`src/rtl/mux_rr_arbiter_pkg.sv`:
```
// Shared types and elaboration helpers for the round-robin mux arbiter.
package mux_arb_pkg;

    typedef enum logic [1:0] {
        IDLE    = 2'd0,
        SETTLE  = 2'd1,
        OWN     = 2'd2,
        RELEASE = 2'd3
    } state_e;

    localparam int NUM_LEGAL_N = 3;
    localparam int LEGAL_N [NUM_LEGAL_N] = '{4, 8, 16};

    function automatic int clog2(input int v);
        int r;
        r = 0;
        while ((1 << r) < v) begin
            r = r + 1;
        end
        return r;
    endfunction

    function automatic bit n_is_legal(input int n);
        bit ok;
        ok = 1'b0;
        for (int i = 0; i < NUM_LEGAL_N; i++) begin
            if (LEGAL_N[i] == n) begin
                ok = 1'b1;
            end else begin
                ok = ok;
            end
        end
        return ok;
    endfunction

endpackage

```
`src/rtl/mux_rr_arbiter_if.sv`:
```
// Requester/consumer-side bundle of the arbiter: requests in, select/grant/status out.
interface mux_rr_arbiter_if
    import mux_arb_pkg::*;
#(
    parameter int N = 8
);
    localparam int SELW = clog2(N);

    logic [N-1:0]    REQ;
    logic            LAST;
    logic [SELW-1:0] SEL;
    logic [N-1:0]    GNT;
    logic            VALID;
    logic            BUSY;

    modport master (output REQ, output LAST, input SEL, input GNT, input VALID, input BUSY);
    modport slave  (input REQ, input LAST, output SEL, output GNT, output VALID, output BUSY);
endinterface

```
`src/rtl/mux_rr_arbiter_pick.sv`:
```
// Rotating priority encoder: first set request at or above PTR, wrapping N-1 to 0.
module rr_pick
    import mux_arb_pkg::*;
#(
    parameter  int N    = 8,
    localparam int SELW = clog2(N)
) (
    input  logic [N-1:0]    REQ,
    input  logic [SELW-1:0] PTR,
    output logic [SELW-1:0] IDX,
    output logic            HIT
);
    logic [2*N-1:0]  w_dbl;
    logic [N-1:0]    w_rot;
    logic [SELW-1:0] w_enc;

    assign w_dbl = {REQ, REQ} >> PTR;
    assign w_rot = w_dbl[N-1:0];
    assign HIT   = |REQ;

    // Lowest set bit of the rotated vector; scanning downward lets the lowest win.
    always_comb begin
        w_enc = {SELW{1'b0}};
        for (int i = N - 1; i >= 0; i--) begin
            if (w_rot[i]) begin
                w_enc = SELW'(i);
            end else begin
                w_enc = w_enc;
            end
        end
    end

    // N is a power of two, so the SELW-bit sum wraps modulo N for free.
    assign IDX = w_enc + PTR;
endmodule

```
`src/rtl/mux_rr_arbiter.sv`:
```
// Round-robin owner of a shared N:1 TTL mux: drives select/grant and holds select through a settle cycle.
module mux_rr_arbiter
    import mux_arb_pkg::*;
#(
    parameter int N       = 8,
    parameter int MAXHOLD = 16
) (
    input  logic          CLK,
    input  logic          RST,
    mux_rr_arbiter_if.slave bus
);
    localparam int              SELW    = clog2(N);
    localparam logic [7:0]      HC_LAST = 8'(MAXHOLD - 1);
    localparam logic [SELW-1:0] SEL_ONE = {{(SELW-1){1'b0}}, 1'b1};
    localparam logic [N-1:0]    GNT_ONE = {{(N-1){1'b0}}, 1'b1};

    if (!n_is_legal(N) || MAXHOLD < 1 || MAXHOLD > 255) begin : g_bad_param
        $fatal(1, "mux_rr_arbiter: N must be 4, 8 or 16 and MAXHOLD 1..255");
    end

    state_e          r_state;
    logic [SELW-1:0] r_sel;
    logic [N-1:0]    r_gnt;
    logic            r_valid;
    logic [SELW-1:0] r_ptr;
    logic [7:0]      r_hc;

    logic [SELW-1:0] w_idx;
    logic            w_hit;
    logic            w_own_req;
    logic            w_exit;

    rr_pick #(.N(N)) u_pick (
        .REQ (bus.REQ),
        .PTR (r_ptr),
        .IDX (w_idx),
        .HIT (w_hit)
    );

    assign w_own_req = bus.REQ[r_sel];
    assign w_exit    = bus.LAST || !w_own_req || (r_hc == HC_LAST);

    // Arbitration FSM; select is only ever loaded on leaving IDLE.
    always_ff @(posedge CLK) begin
        if (RST) begin
            r_state <= IDLE;
            r_sel   <= {SELW{1'b0}};
            r_gnt   <= {N{1'b0}};
            r_valid <= 1'b0;
            r_ptr   <= {SELW{1'b0}};
            r_hc    <= 8'd0;
        end else begin
            case (r_state)
                IDLE: begin
                    if (w_hit) begin
                        r_sel   <= w_idx;
                        r_gnt   <= GNT_ONE << w_idx;
                        r_state <= SETTLE;
                    end else begin
                        r_state <= IDLE;
                    end
                end
                SETTLE: begin
                    r_hc    <= 8'd0;
                    r_valid <= 1'b1;
                    r_state <= OWN;
                end
                OWN: begin
                    if (w_exit) begin
                        r_gnt   <= {N{1'b0}};
                        r_valid <= 1'b0;
                        r_state <= RELEASE;
                    end else begin
                        r_hc    <= r_hc + 8'd1;
                    end
                end
                RELEASE: begin
                    r_ptr   <= r_sel + SEL_ONE;
                    r_state <= IDLE;
                end
                default: begin
                    r_gnt   <= {N{1'b0}};
                    r_valid <= 1'b0;
                    r_state <= IDLE;
                end
            endcase
        end
    end

    // Gating with the owner's live request keeps a dropped transfer from ever showing valid.
    assign bus.VALID = r_valid & w_own_req;
    assign bus.SEL   = r_sel;
    assign bus.GNT   = r_gnt;
    assign bus.BUSY  = (r_state != IDLE);
endmodule
```
`src/flat_wrapper.sv`:
```
// flat-port wrapper written by rule: the top's interface ports become plain ports
module mux_rr_arbiter_flat import mux_arb_pkg::*;
#(
    parameter int N       = 8,
    parameter int MAXHOLD = 16
)
  (CLK, RST, bus_REQ, bus_LAST, bus_SEL, bus_GNT, bus_VALID, bus_BUSY);
  mux_rr_arbiter_if #(.N(N)) bus_i ();
  input  logic CLK;
  input  logic RST;
  input wire logic [$bits(bus_i.REQ)-1:0] bus_REQ;
  input wire logic [$bits(bus_i.LAST)-1:0] bus_LAST;
  output wire logic [$bits(bus_i.SEL)-1:0] bus_SEL;
  output wire logic [$bits(bus_i.GNT)-1:0] bus_GNT;
  output wire logic [$bits(bus_i.VALID)-1:0] bus_VALID;
  output wire logic [$bits(bus_i.BUSY)-1:0] bus_BUSY;
  assign bus_i.REQ = bus_REQ;
  assign bus_i.LAST = bus_LAST;
  assign bus_SEL = bus_i.SEL;
  assign bus_GNT = bus_i.GNT;
  assign bus_VALID = bus_i.VALID;
  assign bus_BUSY = bus_i.BUSY;
  mux_rr_arbiter #(.N(N), .MAXHOLD(MAXHOLD)) u_core (.CLK(CLK), .RST(RST), .bus(bus_i));
endmodule
```
`config.mk`:
```
export PLATFORM = sky130hd
export DESIGN_NAME = mux_rr_arbiter_flat
export DESIGN_NICKNAME = d
export VERILOG_FILES = /design/src/rtl/mux_rr_arbiter_pkg.sv /design/src/rtl/mux_rr_arbiter_if.sv /design/src/rtl/mux_rr_arbiter_pick.sv /design/src/rtl/mux_rr_arbiter.sv /design/src/flat_wrapper.sv
export SDC_FILE = /design/constraint.sdc
export NUM_CORES = 1
export LEC_CHECK = 0
export BUFFER_PORTS_ARGS = -buffer_cell sky130_fd_sc_hd__buf_4
export CORE_ASPECT_RATIO = 1.1
export CORE_UTILIZATION = 40
export CTS_CLUSTER_DIAMETER = 80
export DETAILED_ROUTE_END_ITERATION = 10
export GPL_TIMING_DRIVEN = 1
export HOLD_SLACK_MARGIN = 0.05
export REMOVE_ABC_BUFFERS = 1
export SETUP_SLACK_MARGIN = 0.02
export SYNTH_ARGS = -nofsm -noshare
export SYNTH_HDL_FRONTEND = slang
export SYNTH_HIERARCHICAL = 1
export SYNTH_SLANG_ARGS = --single-unit
```
`constraint.sdc`:
```
create_clock -name CLK -period 8.3 [get_ports CLK]
set_input_delay 1.66 -clock CLK [delete_from_list [all_inputs] [get_ports CLK]]
set_output_delay 1.66 -clock CLK [all_outputs]
set_load 0.02 [all_outputs]
```
==> results.md, run 1 <==
- WL/cell: 14.0 microns
- Clk sinks: 25
- TritonCTS Buffers: 3
- CP Class: in2out
- Starting DRT DRC Count: 68
- Die Wd: 66.0 microns
- Post-Syn Area: 0.00180 sq mm
- Worst setup margin: 3.54 ns
- Area leader, netlist: dfxtp_1
- Pin count of the biggest net entering global routing: 15
- Final setup fails: 0
- CTS tree: built
- Setup Skew: 0.00150 ns
- Wire length on met3: 102 microns
- I/O pin cnt: 24
- HPWL after DPL: 2780 microns
- Register clock-pin slew on the reported worst setup and hold paths: 0.08 ns
- Synth Warn #: 6
- Max clock buf depth: 2
- Slew @ Worst Pin: 0.717 ns
- DP Cell Count: 267
- Crit. End Element: output port
- Fin crit share: 0.574
- Cts repair resizes: 0
- WL met2: 1690 microns
- P per Cell Area: 244 mW/mm^2
- Worst setup startpoint: bus_REQ[5]
- Die ar.: 0.00478 sq mm
- Setup Buffers After CTS: 0
- Initial Util: 0.418
- # nets final: 237
- Area delta synth->final: 14.2%
- Reg2reg start: u_core/r_ptr[1]$_SDFFE_PP0N_
- H-tree Lvls: 1
- Ys async rst share: 0
- GP Congestion: 0.754
- Hold buffer count at CTS: 0
- Hold Path Class: reg2reg
- Antenna cells: 0
- Global-route wire length before repair: 6560 microns
- Core Util, Final: 0.477
- Crit-path max cell delay: 0.56 ns
- CP top delay family: multiplexers
- Vias in the first global route: 1425
- Yosys top cell area share: 0.277
- Flops & latches, synth: 25
- Hold Crit Start: u_core/bus.GNT[3]$_SDFFE_PP0P_
- Required time worst endpoint: 6.64 ns
- Share of cells above drive strength 1: 0.166
- Rows: 25
- Most common cell after layout, fill and taps aside: nand2_1
- RSZ-0062 raised after global routing: no
- Most frequent cells in the layout: nand2_1 (27), dfxtp_1 (25), buf_4 (24), mux2i_1 (17), nand3_1 (16)
- Cell count of the worst reg-to-reg path: 14
- Syn Area/Cell: 9.25 sq um
- Drt pass-1 iters: 4
- Initial antenna violation count: 0
- Crit. path cell count: 5
- GRT overflow: 0
- Crit path cell chain: buf_4 > mux4_1 > mux2_2 > and2_1 > buf_4
- EDFF count, synth: 0
- Post-route antenna net violation count: 0
- Crit path top cell by count: buf_4
- Fin. max-slew vios: 0
- Relative slew slack: 0.522
- Fmax: 210 MHz
- Crit start category: input port
- Remaining routing DRC violations: 0
- Post-route met1 wirelength: 1990 microns
- Worst path bufs/invs: 2
- Worst vdd ir: 0.000175 V
- CTS root buf: clkbuf_8
- Vias/cell: 5.60
- Core Box Area: 0.00432 sq mm
- Count of different cell masters after synthesis: 41
- Top sig layer: met4
- Setup TNS Final: 0 ns
- Status: complete, no violations
- Sequential share of the synthesized area: 0.277
- Worst-skew pair later-pin latency: 0.26 ns
- IO Port Bufs: 23
- Minimum clock period: 4.76 ns
- GRT Total Usage: 0.176
- Fin. Hold Viols: 0
- Max_cap viols: 0
- Fin cells: 271
- Synth Flop Type: dfxtp_1
- Main area contributors after synthesis: dfxtp_1 (28%), mux4_1 (13%), mux2i_1 (9.4%)
- Via count: 1517
- Hold Crit Depth: 2
- Pre-CTS setup slack: 3.34 ns
- Crit-path slowest cell: mux4_1
- Drt total wl: 3800 microns
- Die Y: 72.4 microns
- Static Leak: 0.000793 uW
- Critical path arrival: 3.10 ns
- Hold Worst Slack: 0.465 ns
- Worst-path maximum fanout: 10
- Syn Inst Count: 195
==> cell type report <==
class | instances | area (sq um)
fill | 413 | 2260
multi-input combinational | 152 | 1220
sequential | 25 | 500
timing repair buffer | 24 | 180
tap | 54 | 67.6
clock buffer | 4 | 45.0
inverter | 12 | 45.0
==> sequential cells by signal, indices dropped and copies added, names as in the netlist <==
| name | flops |
|---|---|
| u_core/bus.GNT | 8 |
| u_core/r_hc | 8 |
| u_core/bus.SEL | 3 |
| u_core/r_ptr | 3 |
| u_core/r_state | 2 |
| u_core/r_valid | 1 |
==> cell usage after synthesis, types with 2 or more instances <==
master and n:
nand2_1 27, mux2_2 4, mux2i_1 17, dfxtp_1 25, and2_1 2, ha_1 7
xnor2_1 3, clkbuf_1 2, a21oi_1 7, and3_1 2, mux4_1 9, o211ai_1 7
nor4_1 3, inv_1 12, nand4_1 4, nor3_1 6, buf_2 2, nor2_1 6
o21ai_0 7, a211oi_1 2, nand3_1 16, nor2b_1 3, nand2b_1 3, o221ai_1 2
==> power by group <==
group | switching (uW) | internal (uW) | total (uW) | leakage, uW
combinational | 147 | 118 | 265 | 0.000568
clock | 35.4 | 34.3 | 69.6 | 0.0000228
sequential | 27.2 | 141 | 168 | 0.000203
total | 210 | 293 | 503 | 0.000793
==> metrics by stage <==
step | instance area, sq um | power [uW]
finish | 2060 | 503
global route | 2060 | 546
CTS | 2060 | 511
detailed placement | 2020 | 438
global placement | 2020 | 436
floorplan | 1770 | 359
==> layer usage <==
metal | vias to the layer above | global-route usage
met5 | - | 0
li1 | 776 | -
met3 | 2 | 0.0346
met4 | 0 | 0.0355
met2 | 16 | 0.278
met1 | 723 | 0.249
==> worst min-delay path: cells and delay by family, from the launching register on <==
kind          cells  cell delay (ns)
mux               1             0.06
simple gates      1             0.05
flops             1             0.31
==> cell families (layout without fill, tap and decap cells) <==
kind of cell / after synthesis / in the layout / share of synthesized area
AO/OA/AOI/OAI: 35 / 35 / 0.135
XOR/XNOR: 3 / 3 / 0.0146
adder cells (fa/ha/maj): 8 / 8 / 0.0596
buffers and inverters: 18 / 40 / 0.0451
flip-flops: 25 / 25 / 0.277
multiplexers: 32 / 32 / 0.271
AND/OR/NAND/NOR: 74 / 74 / 0.197
==> path summary, 6_finish.rpt <==
| path | end | slack (ns) |
|---|---|---|
| setup reg to reg | u_core/bus.GNT[6]$_SDFFE_PP0P_ | 4.35 |
| hold reg to reg | u_core/bus.GNT[3]$_SDFFE_PP0P_ | 0.46 |
| hold / removal | u_core/bus.GNT[3]$_SDFFE_PP0P_ | 0.46 |
| setup / recovery | bus_VALID | 3.54 |
Power figures use the tool's default switching activity.
==> inputs of run 2 (changes only) <==
--- a/config.mk
+++ b/config.mk
@@ -5,6 +5,7 @@
 export SDC_FILE = /design/constraint.sdc
 export NUM_CORES = 1
 export LEC_CHECK = 0
+export ABC_AREA = 1
 export BUFFER_PORTS_ARGS = -buffer_cell sky130_fd_sc_hd__buf_4
 export CORE_ASPECT_RATIO = 1.1
 export CORE_UTILIZATION = 40
==> constraint.sdc (replaced) <==
create_clock -name CLK -period 4.05 [get_ports CLK]
set_input_delay 0.81 -clock CLK [delete_from_list [all_inputs] [get_ports CLK]]
set_output_delay 0.81 -clock CLK [all_outputs]
set_load 0.02 [all_outputs]
==> results.md, run 2 <==
- Drt total wl: 4290 microns
- Yosys top cell area share: 0.256
- P per Cell Area: 643 mW/mm^2
- Fillcell total: 506
- Setup Skew: 0.00283 ns
- Fin. Hold Viols: 0
- Ys async rst share: 0
- Global-route wire length before repair: 6960 microns
- Area leader, netlist: dfxtp_1
- Crit start category: flip-flop
- EDFF count, synth: 0
- Register clock-pin slew on the reported worst setup and hold paths: 0.09 ns
- Fin. max-slew vios: 0
- WL/cell: 11.2 microns
- Post-synthesis compound-gate area fraction: 0.0760
- Syn Area/Cell: 6.36 sq um
- Hold Crit Depth: 2
- Area delta synth->final: 11.3%
- Slew @ Worst Pin: 0.526 ns
- Crit-path max cell delay: 0.66 ns
- Static Leak: 0.00102 uW
- GRT Total Usage: 0.177
- Flops & latches, synth: 25
- Hold buffer count at CTS: 0
- CTS tree: built
- Count of different cell masters after synthesis: 36
- Fmax: 323 MHz
- Syn Inst Count: 308
- RSZ-0062 raised after global routing: no
- Worst-skew pair later-pin latency: 0.27 ns
- CP Class: reg2reg
- Required time worst endpoint: 4.27 ns
- Vias/cell: 4.86
- XOR/XNOR Fraction of Synth Area: 0.0179
- Final setup fails: 0
- Post-route antenna net violation count: 0
- Cell count of the worst reg-to-reg path: 22
- Max clock buf depth: 2
- Fin crit share: 0.765
- HPWL after DPL: 3180 microns
- Crit. path cell count: 22
- Minimum clock period: 3.10 ns
- Crit. End Element: flip-flop
- Drt pass-1 iters: 4
- Hold Path Class: reg2reg
- GRT overflow: 0
- Cts repair resizes: 0
- Die Wd: 68.7 microns
- Share of cells above drive strength 1: 0.180
- H-tree Lvls: 1
- Count leader, synth: nand2_1
- Hold Crit Start: u_core/r_valid$_SDFFE_PP0P_
- Rows: 26
- Most common cell after layout, fill and taps aside: nand2_1
- Max_cap viols: 0
- Main area contributors after synthesis: dfxtp_1 (26%), nand2_1 (17%), nand3_1 (8.7%)
- Reg2reg start: u_core/r_ptr[0]$_SDFFE_PP0N_
- Initial Util: 0.418
- GP Congestion: 0.772
- Die Y: 75.4 microns
- Crit path top cell by count: nand2_1
- Most frequent cells in the layout: nand2_1 (90), nor2_1 (38), nand3_1 (34), inv_1 (32), dfxtp_1 (25)
- Clk sinks: 25
- Critical path arrival: 3.32 ns
- Via count: 1861
- Worst-path maximum fanout: 11
- Core Box Area: 0.00468 sq mm
- Starting DRT DRC Count: 89
- Post-synth top cells: nand2_1 (90), nor2_1 (38), nand3_1 (34), inv_1 (32), dfxtp_1 (25)
- Die ar.: 0.00518 sq mm
- Setup Buffers After CTS: 0
- Crit path cell chain: nand2_1 > nand3_1 > nand2_1 > nand2_1 > nand2_1 > nand2_1 > nand2_1 > nand2_1 > nand2_1 > a21oi_1 > ha_1 > inv_1 > fa_1 > xor2_1 > nand3b_1 > nand2_1 > inv_1 > nor2_1 > nand3_1 > nand3_1 > nand2_1 > nor2_1
- Synth Warn #: 6
- Remaining routing DRC violations: 0
- Setup TNS Final: 0 ns
- Fin cells: 383
- TritonCTS Buffers: 3
- Sequential share of the synthesized area: 0.256
- Synth Flop Type: dfxtp_1
- Core Util, Final: 0.465
- Worst setup startpoint: u_core/r_ptr[0]$_SDFFE_PP0N_
- Status: complete, no violations
- Worst vdd ir: 0.000232 V
- CTS root buf: clkbuf_8
- Pin count of the biggest net entering global routing: 16
- DP Cell Count: 379
- Post-Syn Area: 0.00196 sq mm
- CP top delay family: simple AND/OR/NAND/NOR gates
- Initial antenna violation count: 0
- Mux share of post-synthesis cell area: 0
- Crit-path slowest cell: dfxtp_1
- Post-synthesis adder-cell area fraction: 0.0550
- Synth Area in Simple Gates: 0.488
- Worst path bufs/invs: 2
- IO Port Bufs: 23
- Largest family of logic cells by synthesized area: simple AND/OR/NAND/NOR gates
- # nets final: 347
- Vias in the first global route: 1618
- I/O pin cnt: 24
- Relative slew slack: 0.649
- Antenna cells: 0
run 2: metal layers:
layer,vias up,wire (microns),track usage
met3,5,123,0.0135
met5,-,0,0
met2,21,2080,0.322
li1,1011,-,-
met1,824,2020,0.218
met4,0,58,0.0612
run 2: per-stage QoR:
stage / hold slack (ns) / area, sq um / setup WS, ns / total power [uW]
floorplan: 0.429 / 1890 / 1.07 / 1020
global placement: 0.450 / 2130 / 0.761 / 1270
detailed placement: 0.455 / 2130 / 0.718 / 1260
CTS: 0.469 / 2180 / 0.936 / 1420
global route: 0.496 / 2180 / 0.542 / 1550
finish: 0.466 / 2180 / 0.951 / 1400
run 2: path summary, 6_finish.rpt:
kind,end,slack (ns)
min reg2reg,u_core/r_valid$_SDFFE_PP0P_,0.47
min,u_core/r_valid$_SDFFE_PP0P_,0.47
max reg2reg,u_core/bus.GNT[3]$_SDFFE_PP0P_,0.95
max,u_core/bus.GNT[3]$_SDFFE_PP0P_,0.95
run 2: final cells by class:
cell class | count | area, sq um | share of cell area
multi-input cells | 239 | 1250 | 0.572
flip-flops and latches | 25 | 500 | 0.230
repair buffers | 23 | 173 | 0.0792
inverters | 36 | 145 | 0.0666
well taps | 56 | 70.1 | 0.0321
clock buffers | 4 | 45.0 | 0.0207
run 2: power by group:
group,total [uW],internal (uW),switching (uW),leakage (uW)
combinational,860,314,545,0.000797
clock,150,70.5,79.5,0.0000228
sequential,392,316,76.4,0.000205
total,1400,700,701,0.00102
run 2: worst reg2reg max path: cells and delay by family, from the launching register on:
kind,cells,cell delay [ns]
DFF,1,0.66
adders and majority gates,2,0.53
AOI/OAI and AO/OA,1,0.12
buffers and inverters,2,0.10
and+or+nand+nor,16,1.48
xor gates and xnor gates,1,0.16
run 2: kinds of logic after synthesis:
group	count (synthesis)
simple gates	200
buf+inv	44
compound gates	27
flops	25
fa+ha+maj	8
xor+xnor	4
==> inputs of run 3 (changes only) <==
--- a/config.mk
+++ b/config.mk
@@ -5,7 +5,7 @@
 export SDC_FILE = /design/constraint.sdc
 export NUM_CORES = 1
 export LEC_CHECK = 0
-export ABC_AREA = 1
+export ABC_AREA = 0
 export BUFFER_PORTS_ARGS = -buffer_cell sky130_fd_sc_hd__buf_4
 export CORE_ASPECT_RATIO = 1.1
 export CORE_UTILIZATION = 40
==> constraint.sdc (replaced) <==
create_clock -name CLK -period 2.8 [get_ports CLK]
set_input_delay 0.56 -clock CLK [delete_from_list [all_inputs] [get_ports CLK]]
set_output_delay 0.56 -clock CLK [all_outputs]
set_load 0.02 [all_outputs]
==> results.md, run 3 (synthesis results as in run 1) <==
- Status: finished with violations
- Violated checks: negative setup slack
- Static Leak: 0.000957 uW
- Pre-CTS setup slack: -0.698 ns
- Cell area after layout: 0.00235 sq mm
- H-tree Lvls: 1
- HPWL after DPL: 3160 microns
- Crit path cell chain: buf_6 > mux4_2 > and2_4 > a211o_1 > a31oi_2 > ha_2 > inv_2 > fa_2 > xnor2_2 > xnor2_1 > nor2b_2 > nor2b_4 > nand2_1 > mux2i_1
- Area after DPL: 0.00224 sq mm
- Die ar.: 0.00478 sq mm
- Critical path arrival: 3.28 ns
- GRT Total Usage: 0.201
- Most common cell after layout, fill and taps aside: buf_4
- Global-route wire length before repair: 7510 microns
- P per Cell Area: 734 mW/mm^2
- Fmax: 325 MHz
- Die Y: 72.4 microns
- Remaining routing DRC violations: 0
- RSZ-0062 raised after global routing: yes
- Setup TNS Final: -2.09 ns
- Crit-path slowest cell: mux4_2
- Share of cells above drive strength 1: 0.360
- Fillcell total: 395
- Drt total wl: 4270 microns
- Worst vdd ir: 0.000587 V
- Vias in the first global route: 1631
- Relative slew slack: 0.710
- Post-route antenna net violation count: 0
- IO Port Bufs: 23
- Minimum clock period: 3.08 ns
- Fin. max-slew vios: 0
- Required time worst endpoint: 3.01 ns
- Worst-path maximum fanout: 4
- Crit. End Element: flip-flop
- Gate power share: 0.598
- Starting DRT DRC Count: 99
- Initial Util: 0.418
- Drt pass-1 iters: 4
- Core Box Area: 0.00432 sq mm
- DP Cell Count: 297
- Seq pwr share: 0.277
- Antenna cells: 0
- Pin count of the biggest net entering global routing: 15
- Final setup fails: 9
- WL/cell: 14.1 microns
- CTS root buf: clkbuf_8
- GR Util met2: 0.321
- Max clock buf depth: 2
- Hold Path Class: reg2reg
- Clock share of power: 0.125
- # nets final: 270
- Area delta synth->final: 30.5%
- Slew @ Worst Pin: 0.435 ns
- Crit start category: flip-flop
- GP Congestion: 0.830
- Busiest grt layer: met2
- Die Wd: 66.0 microns
- Rows: 25
- I/O pin cnt: 24
- Worst-skew pair later-pin latency: 0.27 ns
- CP Class: reg2reg
- Via count: 1659
- Crit-path max cell delay: 0.52 ns
- Register clock-pin slew on the reported worst setup and hold paths: 0.09 ns
- Sw Pwr: 703 uW
- Initial antenna violation count: 0
- Met3 Use GR: 0.0346
- Max_cap viols: 0
- Int Pwr: 1030 uW
- Most frequent cells in the layout: buf_4 (55), nand2_1 (26), dfxtp_1 (23), nand3_1 (15), mux2i_1 (15)
- Setup Skew: 0.00185 ns
- Vias/cell: 5.46
- Fin cells: 304
- Clk sinks: 25
- TritonCTS Buffers: 3
- Worst setup margin: -0.277 ns
- CTS tree: built
- Sw Share: 0.406
- Fin crit share: 1.10
- GRT overflow: 0
- Hold Worst Slack: 0.464 ns
- Fin. Hold Viols: 0
- Met1 GRT Util: 0.286
==> run 3: changes by cell type in the layout (fill, tap and decap cells not counted), sizes merged, moves of 10 or more <==
cell | previous run | this run
buf | 23 | 57
nor2 | 41 | 6
mux2i | 0 | 18
nand2 | 103 | 27
a21oi | 17 | 7
nand3 | 42 | 16
inv | 36 | 12
==> run 3: cell type report <==
class                   instances  area (sq um)  area share
repair buffers                 57           435       0.185
well taps                      54          67.6      0.0287
clock buffers                   3          41.3      0.0175
flip-flops and latches         25           505       0.215
clock inverters                 1          5.00     0.00213
multi-input cells             152          1250       0.533
inverters                      12          45.0      0.0191
==> run 3: worst max-delay path, delay by kind of cell, from the launching register on <==
| kind | cells | cell delay (ns) |
|---|---|---|
| muxes | 2 | 0.63 |
| and+or+nand+nor | 4 | 0.56 |
| adders and majority gates | 2 | 0.53 |
| AOI/OAI and AO/OA | 2 | 0.43 |
| DFF | 1 | 0.37 |
| xor gates and xnor gates | 2 | 0.33 |
| buffers and inverters | 2 | 0.15 |
==> run 3: power by group through the flow <==
| stage | registers (uW) | clock network [uW] | logic, uW |
|---|---|---|---|
| 2_1_floorplan | 530 | 0 | 536 |
| 3_3_place_gp | 484 | 0 | 952 |
| 3_5_place_dp | 486 | 0 | 956 |
| 4_1_cts | 479 | 226 | 1010 |
| 5_1_grt | 489 | 241 | 1130 |
| 6_report | 479 | 216 | 1030 |
==> run 3: path summary, 6_finish.rpt <==
kind                                  start                        endpoint  slack [ns]  cells past startpoint
max reg2reg    u_core/r_ptr[0]$_SDFFE_PP0N_  u_core/bus.GNT[6]$_SDFFE_PP0P_       -0.28                     14
max            u_core/r_ptr[0]$_SDFFE_PP0N_  u_core/bus.GNT[6]$_SDFFE_PP0P_       -0.28                     14
min          u_core/bus.GNT[3]$_SDFFE_PP0P_  u_core/bus.GNT[3]$_SDFFE_PP0P_        0.46                      2
min reg2reg  u_core/bus.GNT[3]$_SDFFE_PP0P_  u_core/bus.GNT[3]$_SDFFE_PP0P_        0.46                      2
==> run 3: what timing repair did <==
action / CTS / global route
pin swaps: 9 / 6
setup endpoints to repair: 10 / 10
gates resized for setup: 18 / 7
setup buffers: 2 / 1
hold buffers: 0 / 0
cloned: 0 / 0
==> run 3: routing by layer <==
metal | share of wire | routed length (microns)
met2 | 0.46 | 1960
met1 | 0.50 | 2150
met3 | 0.031 | 133
met5 | 0 | 0
met4 | 0.0063 | 27
==> run 3: metrics by stage <==
step           total power [uW]  utilization
2_1_floorplan              1070            -
3_3_place_gp               1440        0.519
3_5_place_dp               1440        0.519
4_1_cts                    1710        0.539
5_1_grt                    1860        0.546
6_report                   1730        0.546
